==> src/rtl/mmio_uart_tx.sv <==
// ---------------------------------------------------------------------------
// mmio_uart_tx
//
// Memory-mapped 8N1 UART transmitter that snoops the core's data-side store
// bus. Byte stores to TXDATA are queued in a small circular FIFO and shifted
// out LSB first on tx. Loads from STATUS return {29'b0, overflow, full, empty}.
//
// Register map (full 32-bit address match only):
//   BASE_ADDR + 0 : TXDATA  write -> push WriteData[7:0] (dropped when full,
//                           which sets the sticky overflow flag)
//   BASE_ADDR + 4 : STATUS  read  -> {29'b0, overflow, full, empty}
//                           write -> WriteData[0]=1 clears overflow
//
// Ports:
//   clk        system clock, all state updates on the rising edge
//   reset      synchronous, active-high reset
//   DataAdr    core data address
//   WriteData  core store data (bits [7:0] used for TXDATA, bit 0 for STATUS)
//   MemWrite   core store strobe
//   sel        combinational, high when DataAdr hits TXDATA or STATUS
//   rd_data    combinational, STATUS word when DataAdr hits STATUS, else 0
//   tx         registered serial output, idle high
//   busy       registered, high while a frame is in flight or bytes are queued
//
// FSM states:
//   state    | meaning
//   ---------+-----------------------------------------------------------
//   ST_IDLE  | line high; pops the FIFO head when the FIFO is non-empty
//   ST_START | start bit (low) for CLKS_PER_BIT cycles
//   ST_DATA  | eight data bits, LSB first, CLKS_PER_BIT cycles each
//   ST_STOP  | stop bit (high) for CLKS_PER_BIT cycles
// ---------------------------------------------------------------------------
module mmio_uart_tx #(
    parameter logic [31:0] BASE_ADDR    = 32'hFFFF_0000,
    parameter int unsigned CLKS_PER_BIT = 16,
    parameter int unsigned FIFO_DEPTH   = 4
) (
    input  logic        clk,
    input  logic        reset,
    input  logic [31:0] DataAdr,
    input  logic [31:0] WriteData,
    input  logic        MemWrite,
    output logic        sel,
    output logic [31:0] rd_data,
    output logic        tx,
    output logic        busy
);

    localparam int unsigned AW = $clog2(FIFO_DEPTH);
    localparam int unsigned PW = AW + 1;
    localparam int unsigned CW = $clog2(CLKS_PER_BIT);

    localparam logic [31:0]   STATUS_ADDR = BASE_ADDR + 32'd4;
    localparam logic [CW-1:0] BAUD_LAST   = CW'(CLKS_PER_BIT - 1);
    // Pointers that differ only in their MSB mean the FIFO is full.
    localparam logic [PW-1:0] FULL_XOR    = PW'(FIFO_DEPTH);

    if (CLKS_PER_BIT < 2 || CLKS_PER_BIT > 65535) begin : g_bad_cpb
        $error("mmio_uart_tx: CLKS_PER_BIT must be in 2..65535");
    end
    if (FIFO_DEPTH < 2 || (FIFO_DEPTH & (FIFO_DEPTH - 1)) != 0) begin : g_bad_depth
        $error("mmio_uart_tx: FIFO_DEPTH must be a power of 2, at least 2");
    end

    typedef enum logic [1:0] {
        ST_IDLE,
        ST_START,
        ST_DATA,
        ST_STOP
    } state_t;

    state_t          state;
    logic [CW-1:0]   baud_cnt;
    logic [2:0]      bit_idx;
    logic [7:0]      shift;

    logic [7:0]      mem [FIFO_DEPTH];
    logic [PW-1:0]   wr_ptr;
    logic [PW-1:0]   rd_ptr;
    logic [PW-1:0]   wr_ptr_next;
    logic [PW-1:0]   rd_ptr_next;
    logic            overflow;

    logic            hit_data;
    logic            hit_status;
    logic            empty;
    logic            full;
    logic            push_req;
    logic            push;
    logic            pop;
    logic            ovf_clear;
    logic            baud_tc;
    logic            fsm_active_next;

    // Upper store-data bits carry nothing for this peripheral.
    logic            unused_wdata;
    assign unused_wdata = ^WriteData[31:8];

    // -----------------------------------------------------------------------
    // Address decode, status readback and FIFO control
    // -----------------------------------------------------------------------
    always_comb begin
        hit_data   = (DataAdr == BASE_ADDR);
        hit_status = (DataAdr == STATUS_ADDR);
        sel        = hit_data || hit_status;

        empty = (wr_ptr == rd_ptr);
        full  = ((wr_ptr ^ rd_ptr) == FULL_XOR);

        rd_data = 32'b0;
        if (hit_status) begin
            rd_data = {29'b0, overflow, full, empty};
        end

        push_req  = MemWrite && hit_data;
        // A pop on the same edge does not make room: fullness is judged on
        // the pre-edge pointers.
        push      = push_req && !full;
        ovf_clear = MemWrite && hit_status && WriteData[0];

        // The pop decision also uses the pre-edge empty flag, so a byte
        // pushed into an empty FIFO is popped one edge later.
        pop = (state == ST_IDLE) && !empty;

        wr_ptr_next = push ? (wr_ptr + PW'(1)) : wr_ptr;
        rd_ptr_next = pop  ? (rd_ptr + PW'(1)) : rd_ptr;

        baud_tc = (baud_cnt == BAUD_LAST);

        // Whether the FSM will be outside IDLE after this edge; feeds busy.
        case (state)
            ST_IDLE: fsm_active_next = pop;
            ST_STOP: fsm_active_next = !baud_tc;
            default: fsm_active_next = 1'b1;
        endcase
    end

    // -----------------------------------------------------------------------
    // FIFO storage and pointers
    // -----------------------------------------------------------------------
    always_ff @(posedge clk) begin
        if (push) begin
            mem[wr_ptr[AW-1:0]] <= WriteData[7:0];
        end
    end

    always_ff @(posedge clk) begin
        if (reset) begin
            wr_ptr   <= '0;
            rd_ptr   <= '0;
            overflow <= 1'b0;
        end else begin
            wr_ptr <= wr_ptr_next;
            rd_ptr <= rd_ptr_next;
            if (push_req && full) begin
                overflow <= 1'b1;
            end else if (ovf_clear) begin
                overflow <= 1'b0;
            end
        end
    end

    // -----------------------------------------------------------------------
    // Serialiser FSM with registered tx and busy
    // -----------------------------------------------------------------------
    always_ff @(posedge clk) begin
        if (reset) begin
            state    <= ST_IDLE;
            baud_cnt <= '0;
            bit_idx  <= '0;
            shift    <= '0;
            tx       <= 1'b1;
            busy     <= 1'b0;
        end else begin
            busy <= fsm_active_next || (wr_ptr_next != rd_ptr_next);

            case (state)
                ST_IDLE: begin
                    tx <= 1'b1;
                    if (pop) begin
                        shift    <= mem[rd_ptr[AW-1:0]];
                        baud_cnt <= '0;
                        state    <= ST_START;
                        tx       <= 1'b0;
                    end
                end

                ST_START: begin
                    if (baud_tc) begin
                        baud_cnt <= '0;
                        bit_idx  <= '0;
                        state    <= ST_DATA;
                        tx       <= shift[0];
                    end else begin
                        baud_cnt <= baud_cnt + CW'(1);
                    end
                end

                ST_DATA: begin
                    if (baud_tc) begin
                        baud_cnt <= '0;
                        if (bit_idx == 3'd7) begin
                            state <= ST_STOP;
                            tx    <= 1'b1;
                        end else begin
                            // shift[1] is the next bit once the register
                            // has shifted right.
                            shift   <= shift >> 1;
                            tx      <= shift[1];
                            bit_idx <= bit_idx + 3'd1;
                        end
                    end else begin
                        baud_cnt <= baud_cnt + CW'(1);
                    end
                end

                ST_STOP: begin
                    if (baud_tc) begin
                        baud_cnt <= '0;
                        state    <= ST_IDLE;
                        tx       <= 1'b1;
                    end else begin
                        baud_cnt <= baud_cnt + CW'(1);
                    end
                end

                default: begin
                    state    <= ST_IDLE;
                    baud_cnt <= '0;
                    tx       <= 1'b1;
                end
            endcase
        end
    end

endmodule

==> config.mk <==
export PLATFORM = sky130hd
export DESIGN_NAME = mmio_uart_tx
export DESIGN_NICKNAME = d
export VERILOG_FILES = /design/src/rtl/mmio_uart_tx.sv
export SDC_FILE = /design/constraint.sdc
export NUM_CORES = 1
export LEC_CHECK = 0
export CAP_MARGIN = 20
export CELL_PAD_IN_SITES_DETAIL_PLACEMENT = 0
export CELL_PAD_IN_SITES_GLOBAL_PLACEMENT = 1
export CORE_ASPECT_RATIO = 0.9
export CORE_MARGIN = 8
export CORE_UTILIZATION = 32
export DETAILED_ROUTE_END_ITERATION = 7
export GPL_TIMING_DRIVEN = 1
export PLACE_DENSITY_LB_ADDON = 0.1
export SETUP_SLACK_MARGIN = 0.02
export SLEW_MARGIN = 20
export SYNTH_ARGS = -nofsm -noshare
export SYNTH_HDL_FRONTEND = slang
export SYNTH_SLANG_ARGS = --single-unit
==> constraint.sdc <==
create_clock -name clk -period 2 [get_ports clk]
set_input_delay 0.4 -clock clk [delete_from_list [all_inputs] [get_ports clk]]
set_output_delay 0.4 -clock clk [all_outputs]
set_load 0.02 [all_outputs]
---- Yosys cells after proc, flatten, opt, wreduce, memory -nomap -nowiden ----
Memories as Yosys holds them, arrays and structs flattened. A register that Yosys moved wholly into a read port is not among the register bits.
Index checks and enable logic that the tools add are counted.
cells by class
  shift operators ......................... 0
  order comparisons ....................... 0
  add/subtract/negate cells ............... 4
  multiply operators ...................... 0
  bitwise operators ....................... 1
  divide/modulo/power cells ............... 0
  reduce and logical (&&, ||, !) cells .... 20
  equal/unequal tests ..................... 16
  mux-type cells .......................... 32
operators with widths
  kind                    number
  $eq A32 B32 Y1 const B  2
  $mux W8                 3
  $mux W3                 6
  $pmux W8 S2             1
  $mux W2                 6
  $ne A2 B2 Y1 const B    6
  $add A3 B1 Y3 const B   3
  $mux W1                 9
  $mux W4                 2
  $pmux W2 S4             1
  $pmux W4 S2             1
  $reduce_and A4 Y1       2
  $eq A3 B3 Y1 const B    2
  $logic_and A1 B1 Y1     6
  $pmux W3 S2             1
  $reduce_bool A2 Y1      3
  $reduce_and A5 Y1       1
  $add A4 B1 Y4 const B   1
  $eq A2 B2 Y1 const B    2
  $eq A4 B4 Y1 const B    1
  $pmux W1 S4             1
  $eq A3 B3 Y1            1
  $logic_not A1 Y1        3
  $ne A3 B3 Y1            1
  7 further kinds         8
word-level totals
  bits in latches ......................... 0
  bits in read-only memories .............. 0
  memories kept ........................... 1
  register bits ........................... 26
  RAM bits ................................ 32
  output and inout bits ................... 35
memory list
  memory  words  width  rd ports  clocked after Yosys merged registers in  wr ports  RTL line  RTL
  mem     4      8      1         1                                        1         77        logic [7:0] mem [FIFO_DEPTH];

---- Logic depth before layout (Yosys ltp) ----
Gate-level depths: netlist of the first run.
  depth in word-level cells ............... 7
  gate-level depth with buffers ........... 8

---- Worst setup path before layout of the first run ----
Ideal clock, no wire load.
  kind .................................... input to register
  start point ............................. input port DataAdr[12]
  end point ............................... memory mem[0][0], enable pin
  data arrival time ....................... 1.783 ns
  slack ................................... -0.115 ns
  stages .................................. 5
  path buffers ............................ 0
  required time ........................... 1.668 ns
  cell sequence ........................... nor4b_1 > and4_1 > and2_1 > and3_2 > and2_1
on the way
  longest elaborated chain between the ends .. 5
RTL lines
  what                           RTL line  RTL
  start, declared                40        input logic [31:0] DataAdr,
  $eq A32 B32 Y1                 103       hit_data = (DataAdr == BASE_ADDR);
  $logic_and A1 B1 Y1            115       push_req = MemWrite && hit_data;
  $logic_and A1 B1 Y1            118       push = push_req && !full;
  $mux W1                        142       if (push) begin
  $mux W1 (not written as such)  143       mem[wr_ptr[AW-1:0]] <= WriteData[7:0];
  end, declared                  77
Every way passes these cells.

---- Final worst setup path of the first run ----
  start point ............................. input port DataAdr[1]
  end point ............................... output port rd_data[0]
on the way
  longest elaborated chain between the ends .. 2
RTL lines
  what            RTL line  RTL
  $eq A32 B32 Y1  104       hit_status = (DataAdr == STATUS_ADDR);
  $mux W3         111       if (hit_status) begin
  end, declared   44        output logic [31:0] rd_data,
Every way passes these cells.

==> results by group, run 1 <==
Pwr
  – Worst IR drop on VDD: 464 uV
  – Internal power: 2.55 mW
  – Clock power share: 0.374
  – Net Sw Frac: 0.280
  – Logic gate share of total power: 0.229
  – Pwr Density: 912 nW/um2
  – Sw Pwr: 0.991 mW
  – Seq pwr share: 0.397
  – Pleak: 1.52 nW

Route
  – Drt pass-1 iters: 4
  – Via total after detailed routing: 1965
  – DRT antenna net count: 0
  – Drt first-iter violations: 101
  – DRC Markers: 0
  – Final WL: 6450 um
  – Drt wl/cell: 14.4 um
  – DR vias/cell: 4.38

Status
  – Status: finished clean

CTS
  – Num CTS Buffers: 9
  – CTS Buffer Depth: 2
  – Total number of H-tree levels: 3
  – Clk root buf: clkbuf_8
  – Worst skew pair latency: 0.33 ns
  – Clock Sinks: 58
  – Hold buffers post-CTS: 0
  – CTS tree: yes
  – Clock slew at reported path FFs: 0.07 ns

Layout
  – Layout cells sized above 1: 0.281
  – Post-layout util: 0.423
  – Layout Nets: 401
  – Fin area: 3880 um2
  – Layout area overhead: 27.7%
  – Ant. Diodes: 0
  – Fillers: 918

Global route
  – Number of global-route vias before repair: 2009
  – Grt total ovfl: 0
  – Largest net degree at the start of global routing: 23
  – Total track usage: 0.104
  – Initial antenna violation count: 0
  – Global-route wire length before repair: 10400 um

Yosys
  – Instance count of the mapped netlist: 249
  – Sequential element share of the synthesized area: 0.488
  – Mapped cell area: 3040 um2
  – Count leader, synth: edfxtp_1
  – Largest area contributor in the netlist: edfxtp_1
  – Largest cells by area after synthesis: edfxtp_1, dfxtp_1, buf_4, mux4_2, ha_1
  – Post-synth ARST share: 0
  – EDFF count, synth: 32
  – Synthesis Warnings: 0
  – Main synth FF type: edfxtp_1
  – Synth top cells by count: edfxtp_1, buf_4, dfxtp_1, nor2_1, ha_1
  – Synthesized area per cell: 12.2 um2
  – Top-area cell type share of the netlist area: 0.316
  – Cell variety after synth: 50
  – Synth Register Bits: 58

Placement
  – Detailed placement HPWL: 4760 um
  – Final Wtd Congestion: 0.699
  – Post-DP Area: 3670 um2
  – Port buffer count: 48

Worst setup path
  – Data arrival, critical path: 1.48 ns
  – Setup crit end kind: output pin
  – Worst setup SP type: primary input
  – Largest fanout on the critical path: 4
  – Crit path required time: 1.60 ns
  – Worst Setup Path Type: in2out

Die
  – Die height: 108 um
  – Core Footprint: 9170 um2
  – Die Wd: 119 um
  – Ports: 102
  – Die area: 12900 um2
  – Initial Utilization: 0.331
  – Rows: 33

STA
  – Layout Skew: 0.0123 ns
  – Final setup vio count: 0
  – Max-slew violations: 0
  – Unrepaired setup endpoints after global routing: false
  – Max Clock Freq: 531 MHz
  – Period utilization: 0.942
  – Setup_tns: 0 ns
  – Final Hold Viols: 0
  – Min Tclk post-route: 1.88 ns

Flow run
  – Total of max-cap violations: 0

Hold path
  – HP Class: reg2reg
==> final cells by class <==
cell class / count / area (um2) / share of cell area
clock buffers: 9 / 124 / 0.0319
clock inverters: 7 / 118 / 0.0303
inverters: 6 / 22.5 / 0.00581
multi-input cells: 175 / 1390 / 0.357
flip-flops and latches: 58 / 1480 / 0.382
well taps: 122 / 153 / 0.0394
repair buffers: 72 / 596 / 0.154
==> cells in the final DEF, fill, tap and decap left out, drive strengths merged, types with 10 or more instances in the layout <==
| cell type | n |
|---|---|
| a21oi | 10 |
| ha | 12 |
| clkdlybuf4s15 | 10 |
| conb | 29 |
| buf | 30 |
| nor2 | 26 |
| dfxtp | 26 |
| clkdlybuf4s50 | 13 |
| clkbuf | 23 |
| edfxtp | 32 |
==> worst max-delay path: stages <==
cell and delay (ns):
dlygate4sd2_1 0.24, nor4_2 0.12, and4_2 0.26, and2_4 0.16
nand2_2 0.06, nor2_1 0.10, buf_4 0.15
==> power by group through the flow <==
stage / sequential (mW) / combinational [mW] / clock, mW
CTS: 1.40 / 0.819 / 1.36
global placement: 1.43 / 0.837 / 0
finish: 1.40 / 0.811 / 1.32
detailed placement: 1.43 / 0.834 / 0
floorplan: 1.43 / 0.655 / 0
global route: 1.42 / 0.906 / 1.41
==> worst paths after layout <==
| check | start | to | slack (ns) | cells after the start |
|---|---|---|---|---|
| setup / recovery | DataAdr[1] | rd_data[0] | 0.12 | 7 |
| hold / removal | bit_idx[2] | bit_idx[2] | 0.47 | 2 |
| setup reg to reg | rd_ptr[0] | busy | 0.25 | 7 |
| hold reg to reg | bit_idx[2] | bit_idx[2] | 0.47 | 2 |
==> flip-flops by register name, indices dropped and copies added, names as in the netlist <==
signal and count:
overflow 1, mem 32, shift 8, rd_ptr 3, state 2, baud_cnt 4, tx 1, wr_ptr 3
busy 1, bit_idx 3
==> stage by stage <==
step | total power [mW] | hold slack (ns) | worst slack (ns) | cells
final | 3.54 | 0.474 | 0.116 | 449
after global routing | 3.74 | 0.490 | 0.0174 | 449
after floorplan | 2.09 | 0.445 | -0.0123 | 277
after detailed placement | 2.26 | 0.466 | -0.749 | 430
after CTS | 3.59 | 0.478 | 0.0225 | 449
after global placement | 2.27 | 0.460 | -0.703 | 430
==> what timing repair did <==
action | CTS | global route
endpoints found under the setup margin | 29 | 5
setup buffers | 3 | 0
resized for setup | 71 | 31
gates cloned | 0 | 0
pin swaps | 13 | 11
==> logic make-up after synthesis <==
| group | Yosys count | share of synthesized area |
|---|---|---|
| xor+xnor | 10 | 0.0457 |
| compound gates | 30 | 0.0717 |
| mux | 19 | 0.0976 |
| fa+ha+maj | 12 | 0.0494 |
| other cells | 1 | 0.00123 |
| flops | 58 | 0.488 |
| buf+inv | 44 | 0.105 |
| simple gates | 75 | 0.142 |
==> routing by layer <==
metal	GRT usage	up-vias	wire length [um]
li1	-	1006	-
met1	0.117	923	2760
met2	0.184	29	3410
met3	0.0349	7	220
met4	0.0352	0	65
met5	0	-	0
Power figures use the tool's default switching activity.
==> run 2: changes to the inputs <==
--- a/config.mk
+++ b/config.mk
@@ -5,6 +5,7 @@
 export SDC_FILE = /design/constraint.sdc
 export NUM_CORES = 1
 export LEC_CHECK = 0
+export ABC_AREA = 0
 export CAP_MARGIN = 20
 export CELL_PAD_IN_SITES_DETAIL_PLACEMENT = 0
 export CELL_PAD_IN_SITES_GLOBAL_PLACEMENT = 1
==> results of run 2 <==
Same layout as run 1: the final DEF is identical, and so are final timing and power.
